[config.mk]
export PLATFORM = sky130hd
export DESIGN_NAME = one_hot_pulse_decoder_flat
export DESIGN_NICKNAME = d
export VERILOG_FILES = /design/src/rtl/one_hot_pulse_decoder_if.sv /design/src/rtl/one_hot_pulse_decoder.sv /design/src/flat_wrapper.sv
export SDC_FILE = /design/constraint.sdc
export NUM_CORES = 1
export LEC_CHECK = 0
export ABC_AREA = 1
export CELL_PAD_IN_SITES_DETAIL_PLACEMENT = 2
export CELL_PAD_IN_SITES_GLOBAL_PLACEMENT = 2
export CORE_MARGIN = 1
export CORE_UTILIZATION = 30
export DETAILED_ROUTE_END_ITERATION = 8
export PLACE_DENSITY_LB_ADDON = 0.1
export RECOVER_POWER = 50
export SKIP_LAST_GASP = 1
export SYNTH_ARGS = -nofsm -noshare
export SYNTH_HDL_FRONTEND = slang
export SYNTH_SLANG_ARGS = --single-unit
[constraint.sdc]
create_clock -name clk -period 1.95 [get_ports clk]
set_input_delay 0.39 -clock clk [delete_from_list [all_inputs] [get_ports clk]]
set_output_delay 0.39 -clock clk [all_outputs]
set_load 0.1 [all_outputs]
[src/rtl/one_hot_pulse_decoder_if.sv]
// Handshake and decoded-line bundle for one_hot_pulse_decoder.
// master = code source / line consumer, slave = the decoder.
interface one_hot_pulse_decoder_if;
   logic        in_valid;
   logic        in_ready;
   logic [3:0]  in_code;
   logic [15:0] out;
   logic        out_valid;
   logic        busy;

   modport master (
      output in_valid,
      output in_code,
      input  in_ready,
      input  out,
      input  out_valid,
      input  busy
   );

   modport slave (
      input  in_valid,
      input  in_code,
      output in_ready,
      output out,
      output out_valid,
      output busy
   );
endinterface

[src/rtl/one_hot_pulse_decoder.sv]
// Sequential 4-to-16 decoder: holds out[code] for HOLD_CYCLES, then one dead cycle.
// Define DECODER_FIFO_EN to add a 2-entry input FIFO with registered in_ready.
module one_hot_pulse_decoder #(
   parameter int unsigned HOLD_CYCLES = 4
) (
   input  logic                    clk,
   input  logic                    rst,
   one_hot_pulse_decoder_if.slave  bus,
   output logic [1:0]              state_dbg
);

   // Handshake: a code transfers on a rising edge where in_valid && in_ready;
   // in_code is sampled only then, and in_valid without in_ready has no effect.

   typedef enum logic [1:0] {
      IDLE = 2'd0,
      HOLD = 2'd1,
      GAP  = 2'd2
   } state_t;

   localparam logic [7:0] CNT_LOAD = 8'(HOLD_CYCLES - 1);

   state_t      state;
   logic [7:0]  cnt;
   logic [15:0] out_q;
   logic        out_valid_q;

   logic        take;
   logic [3:0]  take_code;
   logic        fifo_busy;

`ifdef DECODER_FIFO_EN
   logic [3:0] mem [0:1];
   logic       wr_ptr;
   logic       rd_ptr;
   logic [1:0] count;
   logic [1:0] count_next;
   logic       ready_q;
   logic       push;
   logic       pop;

   assign push      = bus.in_valid && ready_q;
   // A code may leave the FIFO whenever the output is not mid-pulse.
   assign pop       = ((state == IDLE) || (state == GAP)) && (count != 2'd0);
   assign take      = pop;
   assign take_code = mem[rd_ptr];
   assign fifo_busy = (count != 2'd0);

   always_comb begin
      count_next = count;
      if (push && !pop) begin
         count_next = count + 2'd1;
      end else if (pop && !push) begin
         count_next = count - 2'd1;
      end
   end

   always_ff @(posedge clk or posedge rst) begin
      if (rst) begin
         wr_ptr  <= 1'b0;
         rd_ptr  <= 1'b0;
         count   <= 2'd0;
         ready_q <= 1'b1;
      end else begin
         if (push) begin
            wr_ptr <= ~wr_ptr;
         end
         if (pop) begin
            rd_ptr <= ~rd_ptr;
         end
         count   <= count_next;
         ready_q <= (count_next != 2'd2);
      end
   end

   // Storage needs no reset: occupancy alone says which entries are live.
   always_ff @(posedge clk) begin
      if (push) begin
         mem[wr_ptr] <= bus.in_code;
      end
   end

   assign bus.in_ready = ready_q;
`else
   assign take         = bus.in_valid && (state == IDLE);
   assign take_code    = bus.in_code;
   assign fifo_busy    = 1'b0;
   assign bus.in_ready = (state == IDLE);
`endif

   always_ff @(posedge clk or posedge rst) begin
      if (rst) begin
         state       <= IDLE;
         cnt         <= 8'd0;
         out_q       <= 16'h0000;
         out_valid_q <= 1'b0;
      end else begin
         case (state)
            IDLE, GAP: begin
               if (take) begin
                  state       <= HOLD;
                  cnt         <= CNT_LOAD;
                  out_q       <= 16'h0001 << take_code;
                  out_valid_q <= 1'b1;
               end else begin
                  state       <= IDLE;
                  out_q       <= 16'h0000;
                  out_valid_q <= 1'b0;
               end
            end
            HOLD: begin
               if (cnt == 8'd0) begin
                  state       <= GAP;
                  out_q       <= 16'h0000;
                  out_valid_q <= 1'b0;
               end else begin
                  cnt <= cnt - 8'd1;
               end
            end
            default: begin
               state       <= IDLE;
               cnt         <= 8'd0;
               out_q       <= 16'h0000;
               out_valid_q <= 1'b0;
            end
         endcase
      end
   end

   assign bus.out       = out_q;
   assign bus.out_valid = out_valid_q;
   assign bus.busy      = (state != IDLE) || fifo_busy;
   assign state_dbg     = state;

endmodule

[src/flat_wrapper.sv]
// flat-port wrapper written by rule: the top's interface ports become plain ports
module one_hot_pulse_decoder_flat 
#(
   parameter int unsigned HOLD_CYCLES = 4
)
  (clk, rst, state_dbg, bus_in_valid, bus_in_code, bus_in_ready, bus_out, bus_out_valid, bus_busy);
  one_hot_pulse_decoder_if bus_i ();
  input  logic clk;
  input  logic rst;
  output logic [1:0] state_dbg;
  input wire logic [$bits(bus_i.in_valid)-1:0] bus_in_valid;
  input wire logic [$bits(bus_i.in_code)-1:0] bus_in_code;
  output wire logic [$bits(bus_i.in_ready)-1:0] bus_in_ready;
  output wire logic [$bits(bus_i.out)-1:0] bus_out;
  output wire logic [$bits(bus_i.out_valid)-1:0] bus_out_valid;
  output wire logic [$bits(bus_i.busy)-1:0] bus_busy;
  assign bus_i.in_valid = bus_in_valid;
  assign bus_i.in_code = bus_in_code;
  assign bus_in_ready = bus_i.in_ready;
  assign bus_out = bus_i.out;
  assign bus_out_valid = bus_i.out_valid;
  assign bus_busy = bus_i.busy;
  one_hot_pulse_decoder #(.HOLD_CYCLES(HOLD_CYCLES)) u_core (.clk(clk), .rst(rst), .bus(bus_i), .state_dbg(state_dbg));
endmodule
# Word level (Yosys, flattened, before mapping)
# Cells that the tools add are included.
# classes
n_mul,0
div_mod_pow,0
addsub,1
magnitude_cmp,0
n_mux,12
n_bitwise,0
n_reduce_logical,6
n_shift,1
eq_ne,5
# ops
op,count
16-bit 2-to-1 mux,2
16-bit one-hot mux with 2 select lines,1
8-bit 2-to-1 mux,2
8-bit one-hot mux with 2 select lines,1
1-bit by 4-bit << shifter with 16-bit output (first input constant),1
8-bit zero test,1
8-bit by 1-bit subtractor with 8-bit output (second input constant),1
2-bit by 1-bit != test with 1-bit output (second input constant),2
2-bit one-hot mux with 2 select lines,1
1-bit 2-to-1 mux,3
2-bit by 1-bit equality test with 1-bit output (second input constant),1
2-bit equality test (second input constant),1
2-bit zero test,1
2-bit 2-to-1 mux,1
2-bit != test (second input constant),1
1-bit one-hot mux with 2 select lines,1
2-bit AND reduction,1
2-bit nonzero test,1
2-bit OR reduction,1
1-bit logical AND,1
# totals
rom_bits,0
regBits,27
elab_cells,29
mem_count,0
out_inout_bits,21
ramBits,0
latch_bits,0

# Logic depth before layout (Yosys ltp)
# Gate-level depths: netlist of the first run.
# logic_depth
ltp_word,4
mapped_depth,8
ltp_nobuf,8

# Worst setup path before layout of the first run
# Ideal clock, no wire load.
# synth_timing
path_type,flip-flop to output port
from,register u_core.state[1] (netlist: u_core.state_dbg[1])
to,output bus_busy
arrival_ps,2133
path_stages_with_launch,3
path_slack_ps,-573
path_cell_list,dfrtp_1 > nor2_4 > inv_1
# synth_between
elab_chain_len,1
# synth_lines
item,line_no,source
start: declaration,one_hot_pulse_decoder.sv:23,state_t state;
start signal: assignment,one_hot_pulse_decoder.sv:93,state <= IDLE;
start signal: assignment,one_hot_pulse_decoder.sv:101,state <= HOLD;
start signal: assignment,one_hot_pulse_decoder.sv:106,state <= IDLE;
2-bit nonzero test,one_hot_pulse_decoder.sv:132,assign bus.busy = (state != IDLE) || fifo_busy;
end: declaration,flat_wrapper.sv:16,output wire logic [$bits(bus_i.busy)-1:0] bus_busy;
# Every way passes these cells.

# Final worst setup path of the first run
# Ends and elaborated chain as after synthesis.

==> results of run 1 <==
==> cell families after synthesis <==
group	synth area share
AO/OA/AOI/OAI	0.0445
adder cells (fa/ha/maj)	0.0174
flip-flops	0.471
AND/OR/NAND/NOR	0.381
XOR/XNOR	0.0183
buffers and inverters	0.0672
==> power groups by stage <==
stage                     clock network (mW)  logic (mW)  registers, mW
after detailed placement                   0        1.92          0.827
after global placement                     0        1.85          0.816
after global routing                   0.364        2.02          0.833
after CTS                              0.340        1.92          0.817
after floorplan                            0        1.03           1.19
final                                  0.328        1.86          0.810
==> routing by layer <==
metal	routed length (um)	vias to the layer above	part of all wire
met3	88	5	0.022
met2	2210	13	0.56
li1	-	594	-
met4	29	0	0.0074
met5	0	-	0
met1	1610	624	0.41
==> per-stage QoR <==
step	hold slack, ns	setup WS (ns)	power, mW	setup TNS [ns]
floorplan	0.443	-0.366	2.21	-0.366
global placement	0.482	0.351	2.67	0
detailed placement	0.499	0.329	2.74	0
CTS	0.493	0.170	3.08	0
global route	0.549	0.123	3.22	0
finish	0.519	0.190	3.00	0
==> registers in the layout, indices dropped and copies added (netlist names) <==
name / flops
u_core.cnt: 8
u_core.bus.out: 16
u_core.bus.out_valid: 1
u_core.state_dbg: 2
==> worst paths after layout <==
path | start | end | slack (ns)
max | u_core.state_dbg[1] | bus_busy | 0.19
min | u_core.bus.out[9] | u_core.bus.out[9] | 0.52
max reg2reg | u_core.cnt[0] | u_core.cnt[7] | 0.41
min reg2reg | u_core.bus.out[9] | u_core.bus.out[9] | 0.52
max in group asynchronous | rst | u_core.state_dbg[1] | 0.68
min in group asynchronous | rst | u_core.cnt[7] | 0.74
==> layout by cell type (no fill, tap or decap), drive strengths merged, types with 5 or more instances in the layout <==
cell            n
nand2          57
dfrtp          27
nand3          26
inv            17
clkbuf         14
buf            13
nor2           11
nor3            8
o21ai           8
clkdlybuf4s50   5
==> critical path: stages, from the launching register on <==
cell	delay, ns
dfrtp_4	0.55
nor2_4	0.23
clkinvlp_4	0.14
buf_12	0.17
==> layout make-up <==
type	count	area, sq um	share of cell area
repair buffers	29	258	0.145
flip-flops and latches	27	679	0.381
well taps	52	65.1	0.0365
inverters	18	73.8	0.0414
multi-input cells	119	662	0.371
clock buffers	4	45.0	0.0253
==> impl_metrics.tcl, run 1 <==
set metrics [dict create \
    status "finished, final reports clean" \
    dieArea_sq_um 5060 \
    gr-usage-met3 0.0285 \
    switching_share 0.555 \
    path_class "reg2out" \
    chipWidth_um 71.1 \
    ant_nets 0 \
    synth_area_leaders "dfrtp_1, nand2_1, nand3_2" \
    start_kind "register" \
    cts.sinks 27 \
    path_max_fanout 4 \
    root_buffer "clkbuf_8" \
    use_met1 0.218 \
    drc_errors 0 \
    grt_use_total 0.180 \
    post-route-period-util 0.903 \
    internal-power_mw 1.34 \
    grt_pass1_wl_um 7040 \
    dp.cells 245 \
    syn_area_sq_um 1430 \
    htreeDepth 1 \
    ctsResizeCount 0 \
    clk_pin_slew_worst_paths_ns 0.09 \
    antenna_found_initial 0 \
    grt_max_degree 28 \
    place_hpwl_um 3090 \
    layout-drive-gt1-share 0.249 \
    seq_power_share 0.270 \
    stdcell_count 249 \
    fin_skew_ns 0.00270 \
    fin_nets 207 \
    busiest_layer "met2" \
    setup_viol_count_final 0 \
    final_core_util 0.398 \
    synthArstFlopShare 1.00 \
    synth_cells 167 \
    leakage_nw 0.940 \
    endpoint_kind "output pin" \
    vias 1236 \
    p_per_area_nw_per_um2 1680 \
    die_h_um 71.1 \
    synth_ff_type "dfrtp_1" \
    comb_power_share 0.621 \
    p_clk_frac 0.109 \
    row_count 24 \
    yosysWarnings 0 \
    yosys.cell_types.count 22 \
    rsz0062_at_grt "false" \
    max_slew_margin 0.524 \
    min_path_type "reg2reg" \
    place_congestion 0.728 \
    wirelength_um 3930 \
    ys_ff_latch 27 \
    yosysTopAreaCellShare 0.471 \
    antenna_cells 0 \
    grt_overflow 0 \
    avgSynthCellArea_sq_um 8.59 \
    core_sq_um 4470 \
    io_buffers 27 \
    max_cap_viol_count 0 \
    reg2reg_depth 7 \
    ioPinCount 28 \
    fmax_ghz 0.568 \
    insertion_delay_ns 0.27 \
    holdPathStages 2 \
    drv_slew 0 \
    cts_tree "built" \
    ir_drop_uv 541 \
    cp.required_ns 1.56 \
    initial_utilization 0.320 \
    grt_util_met2 0.338 \
    synth-seq-area-share 0.471 \
    synth_edf_count 0 \
    syn_nets 176 \
    drt_iter0_markers 27 \
    hold_viol_final 0 \
    finalInstanceArea_sq_um 1780 \
    yosys-top-cells-count "nand2_1, dfrtp_1, inv_1, nand3_1, nand3_2" \
    synth_largest_area_cell "dfrtp_1" \
    p_switching_mw 1.67 \
    wl_per_cell_um 15.8 \
    clock_path_buffers 2 \
    worst_slew_pin_slew_ns 0.713 \
    first_pass_iters 3 \
    yosysMostFrequentCell "nand2_1" \
    dpl_cell_area_sq_um 1760 \
    post-route-min-period_ns 1.76 \
    area_growth_pct 24.3 \
    post_cts_buffers 0 \
    cts_buffers 3 \
    grt_pass1_vias 1421 \
    fillers 520 \
    arrival_ns 1.37 \
    hold_buffers 0 \
    avgViaCountPerCell 4.96 \
]
Power figures use the tool's default switching activity.
==> inputs of run 2 (changes only) <==
- CORE_ASPECT_RATIO: unset -> 0.5
- CORE_UTILIZATION: 30 -> 36
- DONT_BUFFER_PORTS: unset -> 1
- TNS_END_PERCENT: unset -> 100
==> impl_metrics.tcl, run 2 (synthesis results as in run 1) <==
set metrics [dict create \
    status "finished, final reports clean" \
    hold_buffers 0 \
    rr_endpoint "u_core.cnt[6]" \
    place_hpwl_um 2950 \
    layout-drive-gt1-share 0.262 \
    top_layer_used "met4" \
    wl_per_cell_um 16.5 \
    ir_drop_uv 376 \
    avgViaCountPerCell 5.05 \
    insertion_delay_ns 0.28 \
    die_h_um 46.6 \
    post-route-min-period_ns 1.73 \
    post_cts_buffers 0 \
    clk_pin_slew_worst_paths_ns 0.10 \
    comb_power_share 0.610 \
    drt_iter0_markers 21 \
    grt_overflow 0 \
    grt_pass1_wl_um 6490 \
    largest_reg_flops 16 \
    root_buffer "clkbuf_8" \
    antenna_cells 0 \
    min_path_type "in2async" \
    whs_ns 0.0953 \
    setup_viol_count_final 0 \
    max_slew_margin 0.543 \
    core_sq_um 3620 \
    cts_tree "built" \
    io_buffers 0 \
    tns_ns 0 \
    area_growth_pct 16.5 \
    leakage_nw 0.897 \
    switching_share 0.577 \
    grt_use_total 0.212 \
    drt-met1-wl_um 1700 \
    post-route-period-util 0.886 \
    drv_slew 0 \
    grt_max_degree 20 \
    reg2reg_slack_ns 0.43 \
    antenna_found_initial 0 \
    path_max_fanout 4 \
    vias 1223 \
    cp.required_ns 1.56 \
    worst_slew_pin_slew_ns 0.684 \
    cts.sinks 27 \
    drc_errors 0 \
    most-common-layout-cells "nand2_1, dfrtp_1, nand3_1, inv_1, buf_4" \
    wl_met2_um 2060 \
    p_clk_frac 0.113 \
    first_pass_iters 4 \
    grt_pass1_vias 1326 \
    place_congestion 0.754 \
    ioPinCount 28 \
    rr_startpoint "u_core.cnt[0]" \
    ctsResizeCount 0 \
    final_core_util 0.461 \
    endpoint_kind "output pin" \
    row_count 15 \
    wirelength_um 4000 \
    max_cap_viol_count 0 \
    fmax_ghz 0.579 \
    post-place-ws_ns 0.442 \
    clock_path_buffers 2 \
    p_per_area_nw_per_um2 1720 \
    p_switching_mw 1.66 \
    htreeDepth 1 \
    rsz0062_at_grt "false" \
    hold_viol_final 0 \
    wl_met3_um 192 \
    chipWidth_um 91.3 \
    dieArea_sq_um 4250 \
    fillers 407 \
    ant_nets 0 \
    internal-power_mw 1.22 \
    cts_buffers 3 \
    fin_nets 201 \
    fin_skew_ns 0.00324 \
    seq_power_share 0.276 \
    reg2reg_depth 7 \
    arrival_ns 1.34 \
    initial_utilization 0.396 \
    worst_slack_ns 0.223 \
    final_common_cell "nand2_1" \
    start_kind "register" \
    path_class "reg2out" \
]
## run 2: layer usage
layer,GRT usage,vias up
met1,0.228,612
met4,0.0730,0
met5,0,-
met2,0.415,22
li1,-,582
met3,0.0644,7
## run 2: how the worst max path moves through the flow
stage / end / slack, ns / startpoint
final: bus_busy / 0.22 / u_core.state_dbg[1]
after global placement: u_core.cnt[7] / 0.55 / u_core.cnt[0]
after floorplan: bus_busy / -0.37 / u_core.state_dbg[1]
after detailed placement: u_core.cnt[5] / 0.44 / u_core.cnt[0]
after CTS: bus_busy / 0.22 / u_core.state_dbg[1]
after global routing: bus_busy / 0.18 / u_core.state_dbg[1]
## run 2: power by group through the flow
| stage | clock network [mW] | logic [mW] | registers (mW) |
|---|---|---|---|
| floorplan | 0 | 1.03 | 1.19 |
| global placement | 0 | 1.73 | 0.798 |
| detailed placement | 0 | 1.78 | 0.806 |
| CTS | 0.343 | 1.79 | 0.797 |
| global route | 0.355 | 1.90 | 0.808 |
| finish | 0.327 | 1.76 | 0.795 |
## run 2: layout make-up
type / instances / area (sq um) / area share
Sequential cell: 27 / 681 / 0.407
Multi-Input combinational cell: 119 / 662 / 0.396
Tap cell: 51 / 63.8 / 0.0382
Inverter: 18 / 73.8 / 0.0442
Clock buffer: 3 / 41.3 / 0.0247
Clock inverter: 1 / 5.00 / 0.00300
Timing Repair Buffer: 23 / 144 / 0.0861
## run 2: through the flow
stage / cells / total power, mW / cell area [sq um]
floorplan: 167 / 2.21 / 1440
global placement: 238 / 2.53 / 1650
detailed placement: 238 / 2.58 / 1650
CTS: 242 / 2.93 / 1700
global route: 242 / 3.06 / 1670
finish: 242 / 2.88 / 1670
## run 2: worst max-delay path: stages, from the launching register on
cell	delay [ns]
dfrtp_4	0.54
nor2_4	0.19
clkinvlp_4	0.10
buf_4	0.23
==> inputs of run 3 (changes only) <==
- RECOVER_POWER: 50 -> unset
==> impl_metrics.tcl, run 3 (synthesis results as in run 1) <==
set metrics [dict create \
    post_cts_buffers 0 \
    p_per_area_nw_per_um2 1700 \
    drc_errors 0 \
    ioPinCount 28 \
    crit_path_top_delay_cell "dfrtp_4" \
    crit_buf_inv 2 \
    switching_share 0.573 \
    wirelength_um 4000 \
    grt_pass1_wl_um 6490 \
    arrival_ns 1.33 \
    final_common_cell "nand2_1" \
    start_kind "register" \
    crit_path_start "u_core.state_dbg[1]" \
    root_buffer "clkbuf_8" \
    antenna_found_initial 0 \
    setup_viol_count_final 0 \
    core_sq_um 3620 \
    wl_per_cell_um 16.5 \
    largest_reg_flops 16 \
    cts_tree "built" \
    worst_slew_pin_slew_ns 0.682 \
    crit_chain "nor2_4 -> clkinvlp_4 -> buf_4" \
    max_slew_margin 0.545 \
    chipWidth_um 91.3 \
    leakage_nw 0.909 \
    ctsResizeCount 0 \
    post-route-min-period_ns 1.72 \
    layout-drive-gt1-share 0.267 \
    fillers 402 \
    place_congestion 0.754 \
    hold_buffers 0 \
    antenna_cells 0 \
    finalPower_mw 2.89 \
    initial_utilization 0.396 \
    min_path_type "in2async" \
    seq_power_share 0.275 \
    status "finished, final reports clean" \
    internal-power_mw 1.24 \
    path_class "reg2out" \
    hold_viol_final 0 \
    avgViaCountPerCell 5.07 \
    drv_slew 0 \
    insertion_delay_ns 0.28 \
    fin_nets 201 \
    place_hpwl_um 2950 \
    cp_top_family "flip-flops" \
    comb_power_share 0.612 \
    die_h_um 46.6 \
    max_cap_viol_count 0 \
    grt_use_total 0.212 \
    fin_skew_ns 0.00323 \
    clock_path_buffers 2 \
    drt_iter0_markers 33 \
    cts_buffers 3 \
    ant_nets 0 \
    cts.sinks 27 \
    htreeDepth 1 \
    clk_pin_slew_worst_paths_ns 0.10 \
    whs_ns 0.0926 \
    ir_drop_uv 382 \
    endpoint_kind "output pin" \
    dieArea_sq_um 4250 \
    rsz0062_at_grt "false" \
    first_pass_iters 4 \
    grt_max_degree 20 \
    reg2reg_slack_ns 0.43 \
    path_max_fanout 4 \
    rr_startpoint "u_core.cnt[0]" \
    grt_pass1_vias 1326 \
    post-route-period-util 0.884 \
    row_count 15 \
    p_clk_frac 0.113 \
    p_switching_mw 1.66 \
    grt_overflow 0 \
    cp.required_ns 1.56 \
    final_core_util 0.469 \
    most-common-layout-cells "nand2_1, dfrtp_1, buf_4, nand3_1, inv_1" \
    slowest_delay_ns 0.54 \
    area_growth_pct 18.5 \
    fmax_ghz 0.580 \
    vias 1227 \
    io_buffers 0 \
]
-- run 3: path summary, 6_finish.rpt --
kind | to | depth (start not counted)
max | bus_busy | 3
min | u_core.bus.out[12] | 1
max reg2reg | u_core.cnt[6] | 7
min reg2reg | u_core.bus.out[2] | 2
max in group asynchronous | u_core.bus.out[1] | 2
min in group clk | u_core.bus.out[0] | 3
-- run 3: layout make-up --
class / count / area, sq um / share of cell area
clock inverter: 1 / 5.00 / 0.00295
timing repair buffer: 23 / 173 / 0.102
clock buffer: 3 / 41.3 / 0.0243
multi-input combinational: 119 / 662 / 0.390
tap: 51 / 63.8 / 0.0376
inverter: 18 / 73.8 / 0.0434
sequential: 27 / 681 / 0.401
-- run 3: power by group through the flow --
stage,logic [mW],clock network (mW),registers (mW)
after floorplan,1.03,0,1.19
after detailed placement,1.78,0,0.806
after global routing,1.92,0.355,0.808
after CTS,1.79,0.343,0.797
after global placement,1.73,0,0.798
final,1.77,0.327,0.795
-- run 3: worst reg2reg max path: cells and delay by family (launching register included) --
family	cells	cell delay, ns
AO/OA/AOI/OAI	1	0.11
adder cells (fa/ha/maj)	1	0.18
flip-flops	1	0.40
AND/OR/NAND/NOR	4	0.56
buffers and inverters	1	0.16
-- run 3: metrics by stage --
step / std cells / setup slack (ns) / TNS (ns) / instance area [sq um]
2_1_floorplan: 167 / -0.366 / -0.366 / 1440
3_3_place_gp: 238 / 0.550 / 0 / 1650
3_5_place_dp: 238 / 0.442 / 0 / 1650
4_1_cts: 242 / 0.216 / 0 / 1700
5_1_grt: 242 / 0.180 / 0 / 1700
6_report: 242 / 0.227 / 0 / 1700
-- run 3: metal layers --
metal | vias up | part of all wire | track usage
met5 | - | 0 | 0
met4 | 0 | 0.014 | 0.0730
met3 | 7 | 0.049 | 0.0644
met2 | 23 | 0.52 | 0.415
met1 | 613 | 0.42 | 0.228
li1 | 584 | - | -
